`src/rtl/direction_scoring_nway.sv`:
```
// Per-car SCAN direction controller; all outputs registered, 1-cycle latency from inputs.
// DIR_SCORE_WEIGHTED_EN: destinations weigh 2 and hall requests 1 in the up/down scores.
module direction_scoring_nway #(
    parameter int NUM_CARS     = 2,
    parameter int NUM_FLOORS   = 6,
    parameter int DWELL_CYCLES = 4,
    localparam int POS_W       = $clog2(2*NUM_FLOORS),
    localparam int FLOOR_W     = $clog2(NUM_FLOORS)
) (
    input  logic                          clk,
    input  logic                          rst,
    input  logic [NUM_CARS*NUM_FLOORS-1:0] floor_destinations,
    input  logic [NUM_CARS*NUM_FLOORS-1:0] floors_requested,
    input  logic [NUM_CARS*POS_W-1:0]      half_positions,
    output logic [NUM_CARS-1:0]            directions,
    output logic [NUM_CARS-1:0]            moving,
    output logic [NUM_CARS-1:0]            arrive,
    output logic [NUM_CARS*FLOOR_W-1:0]    arrive_floor
);
    localparam int SW    = FLOOR_W + 2;
    localparam int CNT_W = (DWELL_CYCLES > 1) ? $clog2(DWELL_CYCLES) : 1;

    typedef enum logic [1:0] {S_IDLE, S_UP, S_DOWN, S_DWELL} state_t;

    for (genvar c = 0; c < NUM_CARS; c++) begin : g_car
        logic [NUM_FLOORS-1:0] w_dest, w_req, w_tgt, w_above, w_below;
        logic [POS_W-1:0]      w_pos;
        logic [SW-1:0]         w_score_up, w_score_dn;
        logic                  w_at, w_oor, w_expire, w_enter_dwell;
        int                    w_dist_up, w_dist_dn;
        state_t                r_state, w_next;
        logic [CNT_W-1:0]      r_cnt;
        logic                  r_dir, r_mov, r_arr;
        logic [FLOOR_W-1:0]    r_afl;

        assign w_dest = floor_destinations[c*NUM_FLOORS +: NUM_FLOORS];
        assign w_req  = floors_requested[c*NUM_FLOORS +: NUM_FLOORS];
        assign w_pos  = half_positions[c*POS_W +: POS_W];
        assign w_tgt  = w_dest | w_req;
        assign w_oor  = int'(w_pos) > 2*(NUM_FLOORS-1);

        always_comb begin
            w_above    = '0;
            w_below    = '0;
            w_at       = 1'b0;
            w_score_up = '0;
            w_score_dn = '0;
            w_dist_up  = 2*NUM_FLOORS;
            w_dist_dn  = 2*NUM_FLOORS;
            for (int f = 0; f < NUM_FLOORS; f++) begin
                if (w_tgt[f]) begin
                    if (2*f > int'(w_pos)) begin
                        w_above[f] = 1'b1;
`ifdef DIR_SCORE_WEIGHTED_EN
                        w_score_up = w_score_up + (w_dest[f] ? SW'(2) : SW'(1));
`else
                        w_score_up = w_score_up + SW'(1);
`endif
                        if (2*f - int'(w_pos) < w_dist_up) w_dist_up = 2*f - int'(w_pos);
                    end else if (2*f < int'(w_pos)) begin
                        w_below[f] = 1'b1;
`ifdef DIR_SCORE_WEIGHTED_EN
                        w_score_dn = w_score_dn + (w_dest[f] ? SW'(2) : SW'(1));
`else
                        w_score_dn = w_score_dn + SW'(1);
`endif
                        if (int'(w_pos) - 2*f < w_dist_dn) w_dist_dn = int'(w_pos) - 2*f;
                    end else begin
                        w_at = 1'b1;
                    end
                end
            end
        end

        assign w_expire = (r_cnt == CNT_W'(DWELL_CYCLES-1));

        always_comb begin
            w_next = r_state;
            case (r_state)
                S_IDLE: begin
                    if (w_at) w_next = S_DWELL;
                    else if (|w_above || |w_below) begin
                        if (w_score_up > w_score_dn)      w_next = S_UP;
                        else if (w_score_up < w_score_dn) w_next = S_DOWN;
                        else w_next = (w_dist_up <= w_dist_dn) ? S_UP : S_DOWN;
                    end
                end
                // Between floors the car keeps its heading until the next floor.
                S_UP: begin
                    if (w_at)            w_next = S_DWELL;
                    else if (|w_above)   w_next = S_UP;
                    else if (!w_pos[0])  w_next = (|w_below) ? S_DOWN : S_IDLE;
                end
                S_DOWN: begin
                    if (w_at)            w_next = S_DWELL;
                    else if (|w_below)   w_next = S_DOWN;
                    else if (!w_pos[0])  w_next = (|w_above) ? S_UP : S_IDLE;
                end
                S_DWELL: begin
                    if (w_expire) begin
                        if (r_dir ? |w_above : |w_below)      w_next = r_dir ? S_UP : S_DOWN;
                        else if (r_dir ? |w_below : |w_above) w_next = r_dir ? S_DOWN : S_UP;
                        else                                  w_next = S_IDLE;
                    end
                end
                default: w_next = S_IDLE;
            endcase
        end

        assign w_enter_dwell = (w_next == S_DWELL) && (r_state != S_DWELL);

        always_ff @(posedge clk) begin
            if (rst) begin
                r_state <= S_IDLE;
                r_cnt   <= '0;
                r_dir   <= 1'b0;
                r_mov   <= 1'b0;
                r_arr   <= 1'b0;
                r_afl   <= '0;
            end else if (w_oor) begin
                r_arr <= 1'b0;
            end else begin
                r_state <= w_next;
                r_arr   <= w_enter_dwell;
                r_mov   <= (w_next == S_UP) || (w_next == S_DOWN);
                if (w_enter_dwell)          r_afl <= w_pos[POS_W-1:1];
                if (w_next == S_UP)         r_dir <= 1'b1;
                else if (w_next == S_DOWN)  r_dir <= 1'b0;
                if ((r_state == S_DWELL) && !w_expire) r_cnt <= r_cnt + CNT_W'(1);
                else                                   r_cnt <= '0;
            end
        end

        assign directions[c]                     = r_dir;
        assign moving[c]                         = r_mov;
        assign arrive[c]                         = r_arr;
        assign arrive_floor[c*FLOOR_W +: FLOOR_W] = r_afl;
    end
endmodule

```
`config.mk`:
```
export PLATFORM = sky130hd
export DESIGN_NAME = direction_scoring_nway
export DESIGN_NICKNAME = d
export VERILOG_FILES = /design/src/rtl/direction_scoring_nway.sv
export SDC_FILE = /design/constraint.sdc
export NUM_CORES = 1
export LEC_CHECK = 0
export ABC_AREA = 1
export BUFFER_PORTS_ARGS = -buffer_cell sky130_fd_sc_hd__buf_2
export CAP_MARGIN = 20
export CORE_MARGIN = 2
export CORE_UTILIZATION = 30
export CTS_CLUSTER_SIZE = 8
export DETAILED_ROUTE_END_ITERATION = 12
export PLACE_DENSITY_LB_ADDON = 0.1
export SLEW_MARGIN = 15
export SYNTH_ARGS = -nofsm -noshare
export SYNTH_HDL_FRONTEND = slang
export SYNTH_SLANG_ARGS = --single-unit
```
`constraint.sdc`:
```
create_clock -name clk -period 23.6 [get_ports clk]
set_input_delay 7.08 -clock clk [delete_from_list [all_inputs] [get_ports clk]]
set_output_delay 7.08 -clock clk [all_outputs]
set_load 0.02 [all_outputs]
```
==> flow_summary.json <==
{
  "ir_drop_mv": 0.0293,
  "row_count": 56,
  "comb_power_share_pct": 77.7,
  "diodes": 0,
  "slew_headroom_pct": 67.3,
  "slowest_delay_ps": 330,
  "grt_start_max_net_pins": 18,
  "post-route-period-util_pct": 68.2,
  "final_area_um2": 7660,
  "p_sw_uw": 208,
  "grt.total_usage_pct": 16.1,
  "wl_met1_um": 10700,
  "ys_seq_elements": 20,
  "numPortBuffers": 45,
  "die_area_um2": 24800,
  "fmax_ghz": 0.0621,
  "cts-root-buf": "clkbuf_16",
  "crit_required_ps": 23720,
  "drc_errors": 0,
  "num-fill-cells": 2645,
  "routabilityCongestion": 0.822,
  "netlist_area_um2": 7070,
  "worst_pin_slew_ps": 491,
  "drt-initial-drc-count": 341,
  "num-nets-final": 1380,
  "grt_overflow_total": 0,
  "cts.clk_slew.worst_paths_ps": 60,
  "hp-class": "reg2reg",
  "synth_ff_type": "dfxtp_1",
  "hold_slack_ps": 463,
  "timing.rr.start": "g_car[1].r_state[1]",
  "seq_area_frac_synth_pct": 5.66,
  "pwr-share-clk_pct": 9.0,
  "grt_pass1_wl_um": 32800,
  "antenna_found_initial": 0,
  "dpl_cell_area_um2": 7580,
  "cp-end-kind": "register",
  "hold_viol": 0,
  "reg2reg_depth": 12,
  "setup_tns_ps": 0,
  "ctsResizeCount": 0,
  "detail-route-antenna-nets": 0,
  "outcome": "finished clean",
  "ys_types": 53,
  "cts_max_path_buffers": 2,
  "synth_top_area_share_pct": 28.0,
  "r2r_setup_slack_ps": 21680,
  "wl_met3_um": 306,
  "synth_nets": 1346,
  "power.internal_uw": 176,
  "avgSynthCellArea_um2": 6.13,
  "postCtsSetupBuffers": 0,
  "path_class": "in2reg",
  "maxCapViolCount": 0,
  "cts_hold_buf": 0,
  "core-area_um2": 23300,
  "synthTopCellsByArea": "ha_1 28%, nand2_1 17%, inv_1 9.7%",
  "synth_edf_count": 0,
  "syn_to_final_growth_pct": 8.32,
  "setup_ws_ps": 7510,
  "numClockSinks": 20,
  "power_frac_seq_pct": 13.2,
  "critPathCapture": "g_car[1].r_afl[0]",
  "numCtsBuffers": 3,
  "cts_tree": "yes",
  "drt-total-wl_um": 19800,
  "wl_met2_um": 8780,
  "drv_slew": 0,
  "slowest_stage": "ha_1",
  "die_h_um": 158,
  "first_pass_iters": 6,
  "synth_cells": 1154,
  "start_kind": "input pin",
  "hpwl_um": 17200,
  "crit_start": "half_positions[5]",
  "final_cells": 1505,
  "start_util_pct": 30.3,
  "grt_pass1_vias": 6486,
  "cp_common_cell": "nand2_1",
  "htree_num_levels": 1,
  "worstPathArrival_ps": 16210,
  "period_minus_slack_ps": 16090,
  "sw_frac_of_total_pct": 54.2,
  "reg2reg_to": "g_car[1].r_afl[1]",
  "worst-path-max-fanout": 14,
  "num_vias": 6987,
  "synth_top_cell_by_area": "ha_1",
  "rsz0062_at_grt": "false",
  "routed.top_layer": "met4",
  "ys_warn_count": 0,
  "routed_via_density": 4.64,
  "clock_skew_ps": 1.63,
  "place_inst": 1502,
  "layout-drive-gt1-share_pct": 10.2,
  "die_w_um": 158,
  "ios": 46,
  "p_per_area_nw_per_um2": 50.1,
  "dp_slack_ps": 7260,
  "leakagePower_nw": 4.40,
  "synthArstFlopShare_pct": 0,
  "clkLatencyLatePin_ps": 250,
  "setup_viol": 0,
  "wl_per_cell_um": 13.2
}
==> cell usage after synthesis (4+ instances only) <==
master	count
nand2_2	16
o21ai_2	6
and2_1	5
nand3_2	10
ha_1	158
a21oi_1	55
or2_1	4
clkbuf_1	4
inv_1	183
xor2_1	16
or2_2	7
nand2_1	323
nor2_1	82
o211ai_1	13
o21ai_1	16
nor3_1	5
o21ai_0	47
nand4_1	13
inv_2	6
nor2_2	4
xor2_2	6
nand3_4	6
dfxtp_1	20
nand3_1	93
buf_4	7
nand3b_1	5
xnor2_1	4
==> layer usage <==
metal  global-route usage [%]  up-vias
met3                    0.441        4
met2                     26.9       55
met5                        0        -
li1                         -     3815
met1                     23.9     3113
met4                     1.13        0
==> state kept, by name, indices dropped and copies added, names as in the netlist <==
signal / flops
g_car.r_state: 4
g_car.r_arr: 2
g_car.r_cnt: 4
g_car.r_afl: 6
g_car.r_dir: 2
g_car.r_mov: 2
==> layout make-up <==
cell class / count / area (um2) / area share, %
Timing Repair Buffer: 45 / 225 / 2.94
Tap cell: 319 / 399 / 5.21
Sequential cell: 20 / 400 / 5.23
Multi-Input combinational cell: 927 / 5830 / 76.2
Clock buffer: 3 / 75.1 / 0.980
Inverter: 191 / 724 / 9.46
==> how the worst min path moves through the flow <==
stage | slack [ps] | to | start | cells past startpoint
CTS | 470 | g_car[1].r_mov | g_car[1].r_mov | 2
floorplan | 440 | g_car[0].r_mov | g_car[0].r_mov | 2
detailed placement | 460 | g_car[1].r_mov | g_car[1].r_mov | 2
global placement | 460 | g_car[0].r_mov | g_car[0].r_mov | 2
global route | 490 | g_car[1].r_mov | g_car[1].r_mov | 2
finish | 460 | g_car[0].r_mov | g_car[0].r_mov | 2
==> worst max-delay path: cells and delay by family <==
kind                       cells  cell delay, ps
AOI/OAI and AO/OA             15            2320
buffers and inverters         12            1490
and+or+nand+nor               32            3200
adders and majority gates      8            2090
==> power by group through the flow <==
stage	logic (mW)	registers (mW)	clock network, mW
3_5_place_dp	0.300	0.0515	0
5_1_grt	0.350	0.0525	0.0369
4_1_cts	0.302	0.0509	0.0354
6_report	0.298	0.0508	0.0346
3_3_place_gp	0.301	0.0520	0
2_1_floorplan	0.227	0.0558	0
==> per-stage QoR <==
stage	total power [mW]	utilization, %
2_1_floorplan	0.283	-
3_3_place_gp	0.353	32.5
3_5_place_dp	0.352	32.5
4_1_cts	0.388	32.8
5_1_grt	0.440	32.8
6_report	0.384	32.8
==> cells by family (layout without fill, tap and decap cells) <==
| logic type | after synthesis | in the layout | synth area share (%) |
|---|---|---|---|
| fa+ha+maj | 158 | 158 | 28.0 |
| buf+inv | 207 | 239 | 11.8 |
| compound gates | 160 | 160 | 13.2 |
| xor+xnor | 26 | 26 | 3.86 |
| flops | 20 | 20 | 5.66 |
| simple gates | 583 | 583 | 37.5 |
==> placed cells by master, fill, tap and decap left out, types with 5 or more instances in the layout <==
cell type and instances:
nand2_1 323, nand3_2 10, nand3_1 93, nor3_1 5, nor2_1 82, o21ai_0 47
ha_1 158, dfxtp_1 20, nand4_1 13, o21ai_1 16, xor2_2 6, xor2_1 16
o211ai_1 13, nand2_2 16, or2_2 7, buf_2 45, nand3b_1 5, a21oi_1 55
inv_1 183, inv_2 6, and2_1 5, nand3_4 6, o21ai_2 6
Power figures use the tool's default switching activity.
